**config.mk**
```make
export PLATFORM = sky130hd
export DESIGN_NAME = uart_tx_scheduler
export DESIGN_NICKNAME = d
export VERILOG_FILES = /design/src/rtl/uart_tx_scheduler.sv
export SDC_FILE = /design/constraint.sdc
export NUM_CORES = 1
export LEC_CHECK = 0
export ABC_CLOCK_PERIOD_IN_PS = 1700
export BUFFER_PORTS_ARGS = -buffer_cell sky130_fd_sc_hd__buf_2
export CORE_MARGIN = 2
export CORE_UTILIZATION = 30
export DETAILED_ROUTE_END_ITERATION = 10
export PLACE_DENSITY = 0.53
export SLEW_MARGIN = 20
export SYNTH_ARGS = -nofsm -noshare
export SYNTH_HDL_FRONTEND = slang
export SYNTH_SLANG_ARGS = --single-unit
export TNS_END_PERCENT = 30
```
**constraint.sdc**
```tcl
create_clock -name clk -period 1.7 [get_ports clk]
set_input_delay 0.085 -clock clk [delete_from_list [all_inputs] [get_ports clk]]
set_output_delay 0.085 -clock clk [all_outputs]
set_load 0.02 [all_outputs]
```
**src/rtl/uart_tx_scheduler.sv**
```systemverilog
// Round-robin scheduler that shares one UART TX serializer between N_REQ byte sources.
// Grants one requester per frame, launches the serializer, waits for its done pulse under a
// watchdog, then holds off new grants for GAP_CYCLES idle cycles.
module uart_tx_scheduler #(
   parameter int unsigned DATA_WIDTH     = 8,
   parameter int unsigned N_REQ          = 4,
   parameter int unsigned TIMEOUT_CYCLES = 64,
   parameter int unsigned GAP_CYCLES     = 2
) (
   input  logic                          clk,
   input  logic                          Rst_n,
   input  logic [N_REQ-1:0]              req_valid,
   output logic [N_REQ-1:0]              req_ready,
   input  logic [N_REQ*DATA_WIDTH-1:0]   req_data,
   output logic                          tx_start,
   output logic [DATA_WIDTH-1:0]         tx_data,
   input  logic                          tx_done,
   output logic [$clog2(N_REQ)-1:0]      grant_id,
   output logic                          busy,
   output logic                          frame_done,
   output logic                          timeout_err
);

   localparam int unsigned IdW  = $clog2(N_REQ);
   localparam int unsigned WdW  = $clog2(TIMEOUT_CYCLES) + 1;
   localparam int unsigned GapW = (GAP_CYCLES > 1) ? $clog2(GAP_CYCLES) : 1;
   localparam logic [WdW-1:0]  WdLast  = WdW'(TIMEOUT_CYCLES - 1);
   localparam logic [GapW-1:0] GapLast = GapW'((GAP_CYCLES > 0) ? GAP_CYCLES - 1 : 0);

   typedef enum logic [1:0] {StIdle, StLaunch, StWaitDone, StGap} state_e;

   state_e                state_q, state_d;
   logic [IdW-1:0]        ptr_q, ptr_d;
   logic [IdW-1:0]        grant_q, grant_d;
   logic [DATA_WIDTH-1:0] data_q, data_d;
   logic [WdW-1:0]        wdog_q, wdog_d;
   logic [WdW-1:0]        wdog_inc;
   logic [GapW-1:0]       gap_q, gap_d;
   logic                  frame_done_q, frame_done_d;
   logic                  timeout_err_q, timeout_err_d;

   logic [IdW-1:0]        winner;
   logic [IdW-1:0]        scan_idx;
   logic                  any_valid;
   logic [DATA_WIDTH-1:0] req_bytes [N_REQ];

   for (genvar i = 0; i < N_REQ; i++) begin : g_bytes
      assign req_bytes[i] = req_data[i*DATA_WIDTH +: DATA_WIDTH];
   end

   // Round-robin pick: first valid requester after the last one served, with wrap-around.
   always_comb begin
      winner    = '0;
      scan_idx  = '0;
      any_valid = 1'b0;
      for (int unsigned k = 1; k <= N_REQ; k++) begin
         scan_idx = IdW'((32'(ptr_q) + k) % N_REQ);
         if (!any_valid && req_valid[scan_idx]) begin
            any_valid = 1'b1;
            winner    = scan_idx;
         end
      end
   end

   // Next-state, handshake and pulse generation.
   always_comb begin
      state_d       = state_q;
      ptr_d         = ptr_q;
      grant_d       = grant_q;
      data_d        = data_q;
      wdog_d        = wdog_q;
      gap_d         = gap_q;
      frame_done_d  = 1'b0;
      timeout_err_d = 1'b0;
      req_ready     = '0;
      wdog_inc      = wdog_q + 1'b1;
      unique case (state_q)
         StIdle: begin
            if (any_valid) begin
               req_ready[winner] = 1'b1;
               data_d            = req_bytes[winner];
               grant_d           = winner;
               state_d           = StLaunch;
            end
         end
         StLaunch: begin
            wdog_d  = '0;
            state_d = StWaitDone;
         end
         StWaitDone: begin
            wdog_d = wdog_inc;
            // A done arriving in the expiry cycle still counts as a good frame.
            if (tx_done || (wdog_inc == WdLast)) begin
               frame_done_d  = tx_done;
               timeout_err_d = !tx_done;
               ptr_d         = grant_q;
               gap_d         = '0;
               state_d       = (GAP_CYCLES == 0) ? StIdle : StGap;
            end
         end
         StGap: begin
            if (gap_q == GapLast) begin
               state_d = StIdle;
            end else begin
               gap_d = gap_q + 1'b1;
            end
         end
         default: state_d = StIdle;
      endcase
   end

   // State and datapath registers; ptr resets to the last index so requester 0 goes first.
   always_ff @(posedge clk or negedge Rst_n) begin
      if (!Rst_n) begin
         state_q       <= StIdle;
         ptr_q         <= IdW'(N_REQ - 1);
         grant_q       <= '0;
         data_q        <= '0;
         wdog_q        <= '0;
         gap_q         <= '0;
         frame_done_q  <= 1'b0;
         timeout_err_q <= 1'b0;
      end else begin
         state_q       <= state_d;
         ptr_q         <= ptr_d;
         grant_q       <= grant_d;
         data_q        <= data_d;
         wdog_q        <= wdog_d;
         gap_q         <= gap_d;
         frame_done_q  <= frame_done_d;
         timeout_err_q <= timeout_err_d;
      end
   end

   assign tx_start    = (state_q == StLaunch);
   assign busy        = (state_q != StIdle);
   assign tx_data     = data_q;
   assign grant_id    = grant_q;
   assign frame_done  = frame_done_q;
   assign timeout_err = timeout_err_q;

endmodule

```
Yosys cells after proc, flatten, opt, wreduce, memory -nomap -nowiden --
Index checks and enable logic that the tools add are counted.
Storage, ports and cells: register bits 24, input bits 39, output and inout bits 18, logic and storage cells 81
Operators by class: $add $sub $neg 6, order comparisons 7, equality and inequality tests 7, multiplexer cells 35, bitwise logic cells 1, reduce and logical (&&, ||, !) cells 17
Operators with widths (number):
- 8-bit binary-select mux with 2-bit select | 1
- 8-bit two-way mux | 2
- 2-bit by 3-bit less-than comparator with 1-bit output, second input constant | 5
- 1-bit two-way mux | 15
- 2-bit two-way mux | 7
- 7-bit one-hot mux with 2 select lines | 1
- 1-bit binary-select mux with 2-bit select | 4
- 4-bit two-way mux | 2
- 2-bit one-hot mux with 4 select lines | 1
- 7-bit by 1-bit adder with 7-bit output, second input constant | 1
- 7-bit by 6-bit equality test with 1-bit output, second input constant | 1
- 2-bit != test, second input constant | 3
- 2-bit AND reduction | 3
- 2-bit nonzero test | 3
- 2-bit by 1-bit adder with 2-bit output, second input constant | 2
- 2-bit adder, second input constant | 2
- 2-bit equality test, second input constant | 2
- 1-bit logical AND | 4
- 1-bit zero test | 4
- 3-bit greater-or-equal comparator, second input constant | 1
- 2-bit NOT with 3-bit output | 1
- 3-bit AND reduction | 1
- 1-bit demux with 2-bit select | 1
- 2-bit by 1-bit equality test with 1-bit output, second input constant | 1
- other kinds (5) | 5

Depth between registers and ports, before layout --
word-level depth 19, gate-level depth with buffers 7

Worst setup path before layout --
Ideal clock, no wire load.
path kind reg2reg, start point register wdog_q[1], end point register ptr_q[0], arrival 1552 ps, required time 1615 ps, path slack 63 ps, cell stages (with the launch flop) 6, path buffers 0, period minus slack after synthesis 1637 ps, cells stage by stage dfrtp_1 ha_1 xnor2_1 nor4_2 o21ai_2 mux2_1
Between the ends: cells in the longest elaborated chain, start to end 4
Ends and longest elaborated chain:
- start, declared | RTL line 36 | logic [WdW-1:0] wdog_q, wdog_d;
- start signal, assigned | RTL line 128 | wdog_q <= wdog_d;
- 7-bit by 1-bit adder with 7-bit output | RTL line 76 | wdog_inc = wdog_q + 1'b1;
- 7-bit by 6-bit equality test with 1-bit output | RTL line 93 | if (tx_done || (wdog_inc == WdLast)) begin
- 1-bit logical OR | RTL line 93
- 2-bit AND reduction (no source line)
- end signal, assigned | RTL line 116 | ptr_q <= IdW'(N_REQ - 1);
- end signal, assigned | RTL line 125 | ptr_q <= ptr_d;
- end, declared | RTL line 33 | logic [IdW-1:0] ptr_q, ptr_d;
No other way between the ends. A chain may end at the register's enable or synchronous reset.

Final worst setup path --
start point register ptr_q[0], end point output port req_ready[1]
Between the ends: cells in the longest elaborated chain, start to end 19, elaborated cells on any way between the ends 33, those cells by class 4 x add/sub; 2 x order compare; 20 x mux; 7 x reduce/logical
Ends and longest elaborated chain:
- 2-bit by 1-bit adder with 2-bit output | RTL line 57 | scan_idx = IdW'((32'(ptr_q) + k) % N_REQ);
- 1-bit binary-select mux with 2-bit select | RTL line 58 | if (!any_valid && req_valid[scan_idx]) begin
- 1-bit two-way mux (implied by the code) | RTL line 58
- 1-bit two-way mux | RTL line 58
- 1-bit zero test | RTL line 58
- 1-bit logical AND | RTL line 58
- 1-bit two-way mux | RTL line 58
- 1-bit zero test | RTL line 58
- (+3 left out)
- 1-bit logical AND | RTL line 58
- 2-bit two-way mux | RTL line 58
- 2-bit by 3-bit less-than comparator with 1-bit output (implied by the code) / 2-bit by 1-bit greater-or-equal comparator with 1-bit output (equally long branches) | RTL line 80 | req_ready[winner] = 1'b1;
- 1-bit logical AND (implied by the code) | RTL line 80
- 1-bit two-way mux (implied by the code) | RTL line 80
- 1-bit demux with 2-bit select | RTL line 80
- 4-bit two-way mux * | RTL line 79 | if (any_valid) begin
- 4-bit two-way mux * | RTL line 77 | unique case (state_q)
- end, declared | RTL line 13 | output logic [N_REQ-1:0] req_ready,
Mark *: on every way between the ends. The rest lies on a longest branch, timed or not. The select of a mux whose other input is x is not followed.

==> summary.txt <==
Status
  – Status: finished, violations left
  – Failing checks: negative setup slack

STA
  – Worst slew pin tran: 0.588 ns
  – Final Max Slew Viols: 0
  – RSZ-0062 raised after global routing: yes
  – Max-slew headroom: 0.608
  – Setup TNS: -0.861 ns
  – Final Setup Violations: 12
  – Final Hold Viols: 0
  – Setup Skew: 0.00266 ns
  – Max Clock Freq: 554 MHz
  – Crit path setup slack, layout: -0.107 ns
  – Crit path time final: 1.81 ns
  – Final period util: 1.06

GRT
  – First-pass GRT wire length: 5.49 mm
  – Vias in the first global route: 1,203
  – Congestion Overflow GR: 0
  – Overall Global Routing Usage: 0.131
  – Initial antenna violation count: 0
  – Largest net degree at the start of global routing: 25

Layout
  – Layout fillers: 435
  – Layout cell share with drive strength beyond 1: 0.450
  – Final core occ: 0.454
  – Register area: 603 µm²
  – Multi-input logic area: 855 µm²
  – Fin nets: 268
  – Ant. Diodes: 0
  – Area grow syn2layout: 47.9%

Clocking
  – Total CTS buffers: 3
  – TritonCTS clock tree: built
  – Clock Root Buffer: clkbuf_8
  – H-tree levels: 1
  – Max clock buf depth: 2
  – Clock-pin slew on the worst setup and hold paths: 0.09 ns
  – Sink Count: 24
  – Worst-Skew Late Latency: 0.27 ns

Placed design
  – Post-place setup slack: -0.0859 ns
  – Gpl congestion: 0.766
  – Post-DP HPWL: 2.57 mm
  – IO buf count: 56

Synthesis
  – Post-Syn Nets: 195
  – Largest family of logic cells by synthesized area: simple AND/OR/NAND/NOR gates
  – Asr flop ratio synth: 1.00
  – Number of synthesized register bits: 24
  – Synth Area in Compound Gates: 0.155
  – Library cells used by synthesis: 36
  – Synth warn: 0
  – Synth Area in XOR/XNOR: 0.00608
  – EDFF count, synth: 0
  – Avg Cell Area, Syn: 9.61 µm²
  – Most used flip-flop cell after synthesis: dfrtp_1
  – Synth top area cells: dfrtp_1 38%, mux2i_1 13%, nand2_1 6.0%
  – Synthesized instance count: 150
  – Post-synthesis mux area share: 0.141
  – Simple-gate share of the synthesized area: 0.173
  – Post-Synth Adder-Cell Area: 0.0521
  – Yosys top cell area share: 0.382
  – Post-synthesis cell type with the largest combined area: dfrtp_1
  – Synth Cell Area: 1440 µm²
  – Sequential area share after synthesis: 0.418

Floorplan
  – Die area: 5380 µm²
  – Die H: 73.3 µm
  – Core area: 4690 µm²
  – Starting Density: 0.307
  – I/O pin count: 57
  – # rows: 25
  – Die Width: 73.3 µm

Power
  – Power density over cell area: 1620 nW/µm²
  – Max VDD drop: 0.490 mV
  – P_leak: 1.04 nW

Drt
  – Wire per inst: 13.2 µm
  – DRC: 0
  – Drt pass-1 iters: 4
  – Final WL: 3.64 mm
  – Initial DRC Count: 58
  – Routed Antenna Nets: 0
  – Via Count: 1,383
  – Vias per cell: 5.01

Worst setup path
  – Worst setup EP type: output port
  – Setup crit start kind: flop
  – Crit path required time: 1.62 ns
  – Critical path class: reg2out
  – Arr. time, crit path: 1.72 ns
  – CP Max Fanout: 4

Flow run
  – Max-Cap Viols: 0

Hold path
  – Worst Hold Class: in2reg
## registers in the layout, summed over array words and instances, names as in the netlist
signal / count
tx_data: 8
wdog_q: 7
grant_id: 2
ptr_q: 2
state_q: 2
frame_done: 1
gap_q: 1
timeout_err: 1
## metrics by stage
| step | hold slack, ns | cells | instance area, µm² | power (mW) |
|---|---|---|---|---|
| floorplan | -0.211 | 150 | 1440 | 2.09 |
| global placement | 0.112 | 265 | 1860 | 2.68 |
| detailed placement | 0.125 | 265 | 1860 | 2.70 |
| CTS | 0.0412 | 274 | 2030 | 3.29 |
| global route | 0.0584 | 276 | 2130 | 3.71 |
| finish | 0.0684 | 276 | 2130 | 3.45 |
## logic make-up after synthesis
group | after synthesis
simple gates | 51
fa+ha+maj | 6
mux | 20
buf+inv | 17
flops | 24
xor+xnor | 1
compound gates | 31
## synth_stat cells (2+ instances only)
library cell   n
a21oi_1        4
buf_2          3
buf_4          3
clkbuf_1       2
dfrtp_1       22
dfstp_2        2
ha_1           6
inv_1          9
mux2_1         2
mux2i_1       18
nand2_1       23
nand2b_1       4
nand3_1        5
nand3b_1       2
nor2_1         8
o21a_1         2
o21ai_0        7
o221ai_1       8
o22ai_1        2
o31ai_1        2
## timing repair
action,CTS,global route
endpoints found under the setup margin,14,15
resized for setup,15,19
endpoints found under the hold margin,22,0
pin swaps,10,7
hold buffers,1,0
buffers inserted,4,1
gates cloned,0,1
## layer usage
layer	vias to the layer above	track usage	wire, µm
met5	-	0	0
met4	0	0.0424	32
met3	4	0.0302	288
met2	57	0.214	1660
met1	645	0.170	1660
li1	677	-	-
## cell type report
cell class              count  share of cell area
clock buffers               4              0.0258
flip-flops and latches     24               0.283
repair buffers             76               0.242
multi-input cells         109               0.401
inverters                   9              0.0170
well taps                  54              0.0317
## critical path, stage by stage (launching register included)
cell	delay (ns)
dfstp_2	0.55
nand2b_4	0.14
o21ai_4	0.06
a211oi_4	0.27
buf_12	0.16
buf_6	0.11
nor2_2	0.04
buf_6	0.12
## cell usage in the layout (no fill, tap or decap), types with 4 or more instances in the layout
cell type / n
buf_2: 52
buf_4: 12
buf_6: 8
clkbuf_8: 4
dfrtp_1: 22
ha_1: 5
inv_1: 8
mux2i_1: 17
nand2_1: 23
nand3_1: 5
nor2_1: 4
o21ai_0: 6
o221ai_1: 7
## power by group
group | leakage (nW) | switching [mW] | total (mW) | internal [mW]
Combinational | 0.703 | 1.11 | 2.12 | 1.01
Sequential | 0.304 | 0.137 | 0.934 | 0.797
Clock | 0.0288 | 0.187 | 0.394 | 0.207
## path summary, 6_finish.rpt
check / slack [ns] / startpoint / cells after the start / to
setup / recovery: -0.11 / ptr_q[0]$_DFFE_PN1P_ / 7 / req_ready[1]
hold / removal: 0.07 / tx_done / 2 / timeout_err$_DFF_PN0_
setup reg to reg: -0.08 / ptr_q[0]$_DFFE_PN1P_ / 7 / tx_data[4]$_DFFE_PN0P_
hold reg to reg: 0.49 / tx_data[6]$_DFFE_PN0P_ / 2 / tx_data[6]$_DFFE_PN0P_
max in group asynchronous: 0.97 / Rst_n / 2 / state_q[1]$_DFFE_PN0P_
min in group asynchronous: 0.35 / Rst_n / 2 / frame_done$_DFF_PN0_
Note: power is estimated with default switching activity, not from simulation.
